--- config.mk ---
export PLATFORM = sky130hd
export DESIGN_NAME = move_tiros
export DESIGN_NICKNAME = d
export VERILOG_FILES = /design/src/rtl/astro_pkg.sv /design/src/rtl/passo_tiro.sv /design/src/rtl/move_tiros.sv
export SDC_FILE = /design/constraint.sdc
export NUM_CORES = 1
export LEC_CHECK = 0
export ABC_AREA = 1
export CAP_MARGIN = 20
export CORE_MARGIN = 3
export CORE_UTILIZATION = 60
export DETAILED_ROUTE_END_ITERATION = 7
export DONT_BUFFER_PORTS = 1
export PLACE_DENSITY = 0.76
export SYNTH_ARGS = -nofsm -noshare
export SYNTH_HDL_FRONTEND = slang
export SYNTH_SLANG_ARGS = --single-unit
--- constraint.sdc ---
create_clock -name clock -period 3.8 [get_ports clock]
set_clock_uncertainty 0.05 [all_clocks]
set_input_delay 0.76 -clock clock [delete_from_list [all_inputs] [get_ports clock]]
set_output_delay 0.76 -clock clock [all_outputs]
set_load 0.005 [all_outputs]
--- src/rtl/astro_pkg.sv ---
// Shared definitions for the asteroid/shot game blocks.
// Contents: direction codes, move_tiros FSM state codes, field size defaults,
// and the state-to-debug-code decoder.
package astro_pkg;

  localparam int COORD_W_DEF   = 4;
  localparam int MAX_COORD_DEF = 15;

  // Shot direction codes, clockwise starting from north (north is y-1).
  localparam logic [2:0] DIR_N  = 3'd0;
  localparam logic [2:0] DIR_NE = 3'd1;
  localparam logic [2:0] DIR_E  = 3'd2;
  localparam logic [2:0] DIR_SE = 3'd3;
  localparam logic [2:0] DIR_S  = 3'd4;
  localparam logic [2:0] DIR_SW = 3'd5;
  localparam logic [2:0] DIR_W  = 3'd6;
  localparam logic [2:0] DIR_NW = 3'd7;

  typedef enum logic [2:0] {
    INICIO   = 3'd0,
    ESPERA   = 3'd1,
    LE       = 3'd2,
    CAPTURA  = 3'd3,
    ESCREVE  = 3'd4,
    PROXIMO  = 3'd5,
    FIM      = 3'd6
  } estado_move_t;

  // Debug code: the state number, or F for an encoding outside the FSM.
  function automatic logic [3:0] estado_db(input estado_move_t s);
    case (s)
      INICIO:  estado_db = 4'h0;
      ESPERA:  estado_db = 4'h1;
      LE:      estado_db = 4'h2;
      CAPTURA: estado_db = 4'h3;
      ESCREVE: estado_db = 4'h4;
      PROXIMO: estado_db = 4'h5;
      FIM:     estado_db = 4'h6;
      default: estado_db = 4'hF;
    endcase
  endfunction

endpackage

--- src/rtl/passo_tiro.sv ---
// One movement step of a shot: next position plus out-of-field flag.
// Ports: x, y, dir in; nx, ny out (unchanged when fora); fora = step leaves the field.
// Purely combinational.
module passo_tiro
  import astro_pkg::*;
#(
  parameter int COORD_W   = COORD_W_DEF,
  parameter int MAX_COORD = MAX_COORD_DEF
) (
  input  logic [COORD_W-1:0] x,
  input  logic [COORD_W-1:0] y,
  input  logic [2:0]         dir,
  output logic [COORD_W-1:0] nx,
  output logic [COORD_W-1:0] ny,
  output logic               fora
);

  localparam logic [COORD_W:0] ONE  = (COORD_W+1)'(1);
  localparam logic [COORD_W:0] MAXV = (COORD_W+1)'(MAX_COORD);

  logic inc_x, dec_x, inc_y, dec_y;
  logic [COORD_W:0] ex, ey;

  always_comb begin
    inc_x = 1'b0;
    dec_x = 1'b0;
    inc_y = 1'b0;
    dec_y = 1'b0;
    case (dir)
      DIR_N:  dec_y = 1'b1;
      DIR_NE: begin inc_x = 1'b1; dec_y = 1'b1; end
      DIR_E:  inc_x = 1'b1;
      DIR_SE: begin inc_x = 1'b1; inc_y = 1'b1; end
      DIR_S:  inc_y = 1'b1;
      DIR_SW: begin dec_x = 1'b1; inc_y = 1'b1; end
      DIR_W:  dec_x = 1'b1;
      default: begin dec_x = 1'b1; dec_y = 1'b1; end
    endcase
  end

  // One extra bit: stepping below 0 wraps to the top of the wider range,
  // so a single "greater than MAX" compare catches both edges.
  always_comb begin
    ex = {1'b0, x};
    ey = {1'b0, y};
    if (inc_x) ex = {1'b0, x} + ONE;
    if (dec_x) ex = {1'b0, x} - ONE;
    if (inc_y) ey = {1'b0, y} + ONE;
    if (dec_y) ey = {1'b0, y} - ONE;
    fora = (ex > MAXV) || (ey > MAXV);
    nx   = fora ? x : ex[COORD_W-1:0];
    ny   = fora ? y : ey[COORD_W-1:0];
  end

endmodule

--- src/rtl/move_tiros.sv ---
// Moves every shot slot one step per start pulse via read-modify-write of the shot RAM.
// Ports: clock/reset, movimenta_tiro start in, fim_move_tiros done pulse out,
// mem_* RAM interface (sync read, 1-cycle latency), qtd_removidos count, debug state.
module move_tiros
  import astro_pkg::*;
#(
  parameter int N_TIROS   = 8,
  parameter int ADDR_W    = 3,
  parameter int COORD_W   = COORD_W_DEF,
  parameter int MAX_COORD = MAX_COORD_DEF
) (
  input  logic               clock,
  input  logic               reset,
  input  logic               movimenta_tiro,
  output logic               fim_move_tiros,
  output logic [ADDR_W-1:0]  mem_addr,
  output logic               mem_we,
  output logic               mem_wdata_ativo,
  output logic [COORD_W-1:0] mem_wdata_x,
  output logic [COORD_W-1:0] mem_wdata_y,
  output logic [2:0]         mem_wdata_dir,
  input  logic               mem_rdata_ativo,
  input  logic [COORD_W-1:0] mem_rdata_x,
  input  logic [COORD_W-1:0] mem_rdata_y,
  input  logic [2:0]         mem_rdata_dir,
  output logic [ADDR_W:0]    qtd_removidos,
  output logic [3:0]         db_estado_move_tiros
);

  localparam logic [ADDR_W-1:0] ULTIMO = ADDR_W'(N_TIROS - 1);

  estado_move_t estado, prox_estado;

  logic [ADDR_W-1:0]  idx;
  logic               cap_ativo;
  logic [COORD_W-1:0] cap_x, cap_y;
  logic [2:0]         cap_dir;
  logic [ADDR_W:0]    qtd;

  logic [COORD_W-1:0] nx, ny;
  logic               fora;

  passo_tiro #(
    .COORD_W   (COORD_W),
    .MAX_COORD (MAX_COORD)
  ) u_passo (
    .x    (cap_x),
    .y    (cap_y),
    .dir  (cap_dir),
    .nx   (nx),
    .ny   (ny),
    .fora (fora)
  );

  always_ff @(posedge clock or posedge reset) begin
    if (reset) estado <= INICIO;
    else       estado <= prox_estado;
  end

  always_comb begin
    prox_estado = estado;
    case (estado)
      INICIO:  prox_estado = ESPERA;
      ESPERA:  if (movimenta_tiro) prox_estado = LE;
      LE:      prox_estado = CAPTURA;
      CAPTURA: prox_estado = ESCREVE;
      ESCREVE: prox_estado = PROXIMO;
      PROXIMO: prox_estado = (idx == ULTIMO) ? FIM : LE;
      FIM:     prox_estado = ESPERA;
      default: prox_estado = INICIO;
    endcase
  end

  always_ff @(posedge clock or posedge reset) begin
    if (reset) begin
      idx       <= '0;
      cap_ativo <= 1'b0;
      cap_x     <= '0;
      cap_y     <= '0;
      cap_dir   <= '0;
      qtd       <= '0;
    end else begin
      case (estado)
        ESPERA: if (movimenta_tiro) begin
          idx <= '0;
          qtd <= '0;
        end
        // RAM data for the address driven in LE is valid now.
        CAPTURA: begin
          cap_ativo <= mem_rdata_ativo;
          cap_x     <= mem_rdata_x;
          cap_y     <= mem_rdata_y;
          cap_dir   <= mem_rdata_dir;
        end
        ESCREVE: if (cap_ativo && fora) qtd <= qtd + (ADDR_W+1)'(1);
        PROXIMO: if (idx != ULTIMO) idx <= idx + ADDR_W'(1);
        default: ;
      endcase
    end
  end

  // Moore outputs: state plus index/capture registers only, so a reset
  // pulls mem_we low in the same cycle it is asserted.
  always_comb begin
    mem_addr        = '0;
    mem_we          = 1'b0;
    mem_wdata_ativo = 1'b0;
    mem_wdata_x     = '0;
    mem_wdata_y     = '0;
    mem_wdata_dir   = '0;
    fim_move_tiros  = 1'b0;
    if (estado == LE || estado == CAPTURA || estado == ESCREVE) mem_addr = idx;
    if (estado == ESCREVE) begin
      mem_we          = cap_ativo;
      mem_wdata_ativo = cap_ativo & ~fora;
      mem_wdata_x     = nx;
      mem_wdata_y     = ny;
      mem_wdata_dir   = cap_dir;
    end
    if (estado == FIM) fim_move_tiros = 1'b1;
  end

  assign qtd_removidos        = qtd;
  assign db_estado_move_tiros = estado_db(estado);

endmodule

==> results.txt <==
The weighted congestion at the end of routability-driven global placement came out at around 0.88. The met3 layer usage reported by global route came out at under 10%. The count of max-cap constraint violations came out at 0.

The post-synthesis cell type count is 26. In the layout the commonest cells are nand2_1 (43), nor2_1 (38), inv_1 (22), dfrtp_1 (22). The pre-CTS setup slack came out at between 1000 and 1500 ps. The highest net fanout along the worst path is 14. The worst-skew pair later-pin latency is 300 ps. Global routing consumed, on the met2 layer, 38.0% of the routing resources.

The die extent in x came out at 57.2 um. The flop and latch count out of synthesis is 22. The clock buffer count from CTS came out at 3. The number of hold buffers added after CTS is 0. The placed instance count is between 200 and 250. The floorplan step defined a die boundary enclosing about 0.0033 mm2. The critical path arrival is roughly 2000 ps. The detail route stage leaves a number of antenna-violating nets equal to 0. The area share of the largest cell type after synthesis came out at 35.0%.

TritonCTS built the clock tree. STA classifies the critical path endpoint as an output port. In the final timing run, aggregate negative setup slack is 0 ps. The overall die height is 57.2 um. The detailed-placement wirelength estimate came out at 2640 um.

The count of synthesis-stage warnings from yosys is 0. The tree built by TritonCTS fans out to 22 sinks. The maximum level of the CTS H-tree is 1. The post-route core utilization is between 60% and 70%. In the routed design, unresolved DRC markers number 0. Of the cells placed in the final design, the portion with a size suffix greater than 1 is 12.2%. The beginning of the worst register-to-register path is estado[2]. The path class of the tightest hold or removal check is in -> async. Dividing the detail-routed via count by the number of cells gives around 5.6. The critical path goes through inv_2 > nand3_1 > inv_1 > o21ai_0 > a21oi_1.

Port buffering added 0 buffers. The relative slew slack is between 40% and 50%. After detailed routing, the average wire length per cell comes to ~13 um. The effective utilization at floorplan is between 60% and 70%.

For this run, the number of standard cells in the final layout without fillers is about 250. The number of nets in the synthesized netlist came out at between 200 and 250. The largest net degree at the start of global routing is 25. The mean cell area of the mapped netlist is approximately 7.1 um2.

The number of top-level pins came out at 40. Post-CTS timing repair inserted 0 buffers for setup. The count of final setup violators is 0. The repair_antennas step left the layout with diodes totalling 0. The number of detailed-route iterations in the first pass came out at 4.

After global routing, the most crowded layer is met2. The number of DRC violations after detailed-routing iteration 0 is between 90 and 100. The required time at the worst-slack endpoint came out at roughly 3000 ps. The count of instances resized after the clock tree is built is 0. The kind of critical path is reg -> out.

The slowest stage cell on the critical path is dfrtp_1. The cell count after synthesis came out at around 220. The floorplan has 17 rows. The mapped netlist covers between 0.0015 and 0.002 mm2. The post-route minimum period is ~2800 ps. The overflow left after global routing is 0. The dominant cell type by area after synthesis is dfrtp_1. The number of buffers on the longest clock path is 2. The first global-routing pass estimated 5980 um of wire. The via count of the first global-routing pass came out at roughly 1300. The sequential cell area fraction in the yosys report came out at a little over a third. After synthesis, the cell types taking the most area are dfrtp_1 (35%), nand2_1 (10%), nor2_1 (9.1%).

The start point of the critical path is estado[0]. The total via count after detailed routing came out at 1400. The final layout contains routed wiring with a total length of 3260 um.

The number of endpoints with negative hold slack in the final report is 0. Counting the fill cells in the layout gives about 220. The final count of pins violating max slew came out at 0. The final worst-path setup slack came out at between 1000 and 1500 ps. The highest cell delay on the worst timing path came out at around 470 ps. The clock transition at the register clock pins on the worst setup and hold paths after CTS is roughly 120 ps.

The total power per unit cell area is roughly 880 mW/mm2. The number of nets in the layout is between 200 and 250. Across the VDD grid, the largest voltage drop is 0.690 mV. The leakage power is 0.830 nW. The global-route usage over all layers is a little under a quarter. The initial antenna violation count is 0. The final period utilization is about three quarters. The met1 routing resource usage after global routing came out at between 20% and 30%. The element type at the critical path start is a flip-flop.

Setup repair after global routing left no endpoint under its margin. The flow ran to the end, and the final reports show no timing, DRC or antenna violations. The relative area change from synthesis to final layout is 2.86%.

The tree is rooted in a clkbuf_4. After floorplanning, the core was sized to cover 0.00234 mm2. Leaving out fill and tap cells, the most frequent cell in the layout is nand2_1. The worst-margin pin slew is approximately 820 ps.

The achievable clock frequency is between 0.3 and 0.4 GHz.
==> worst max-delay path, delay by kind of cell, from the launching register on <==
family	cells	cell delay, ps
AND/OR/NAND/NOR	1	400
flip-flops	1	470
AO/OA/AOI/OAI	2	330
buffers and inverters	2	460
==> final timing paths <==
kind | endpoint | slack, ps | cells after the start
worst max register to register | cap_y[3] | 1890 | 3
worst min register to register | cap_ativo | 500 | 2
min in group clock | cap_ativo | 500 | 2
worst min-delay path | cap_dir[0] | 440 | 1
max in group asynchronous | idx[0] | 2740 | 1
worst max-delay path | mem_wdata_x[1] | 1020 | 5
==> synthesized netlist by cell type <==
cell type / count
nor2_4: 1
nor2_2: 2
o22ai_2: 1
inv_2: 6
a21oi_1: 17
nor3_1: 5
o21ai_0: 11
xnor2_1: 1
xor2_1: 5
inv_8: 1
o211ai_1: 1
nand2_2: 5
clkbuf_1: 3
nand3_1: 17
mux2_2: 1
dfrtp_1: 22
o21ai_1: 4
inv_4: 1
nand2_8: 1
nor3b_1: 1
buf_2: 3
nor2_1: 38
nand2_4: 4
nand2_1: 43
inv_1: 22
ha_1: 7
==> registers in the layout (all words and copies together) (netlist names) <==
signal	flops
cap_y	4
idx	3
qtd_removidos	4
cap_x	4
estado	3
cap_ativo	1
cap_dir	3
==> metrics by stage <==
stage | area, um2 | power [mW] | hold WS (ps)
after global placement | 1580 | 1.26 | 467
after CTS | 1620 | 1.42 | 460
after global routing | 1620 | 1.59 | 481
after floorplan | 1570 | 1.14 | 451
final | 1620 | 1.42 | 438
after detailed placement | 1580 | 1.29 | 475
==> final cells by class <==
class	instances	area, um2	area share [%]
clock buffers	4	36.3	2.24
multi-input cells	165	873	54.0
flip-flops and latches	22	551	34.0
well taps	28	35.0	2.17
inverters	30	123	7.58
==> kinds of logic (layout without fill, tap and decap cells) <==
family	Yosys count	in the layout	synth area share [%]
flops	22	22	35.0
compound gates	34	34	11.5
simple gates	117	117	34.4
xor+xnor	6	6	3.34
buf+inv	36	34	9.47
mux	1	1	0.716
fa+ha+maj	7	7	5.57
==> layer usage <==
metal  vias up  part of all wire, %
li1        704                    -
met1       649                   41
met2        45                   51
met3         2                  8.0
met4         0                 0.37
met5         -                    0
==> power breakdown <==
part           switching [mW]  internal [mW]
Clock                  0.0661         0.0584
Sequential              0.107          0.325
Combinational           0.572          0.289
Total                   0.746          0.673
No activity file was read; power rests on OpenSTA's default activity.
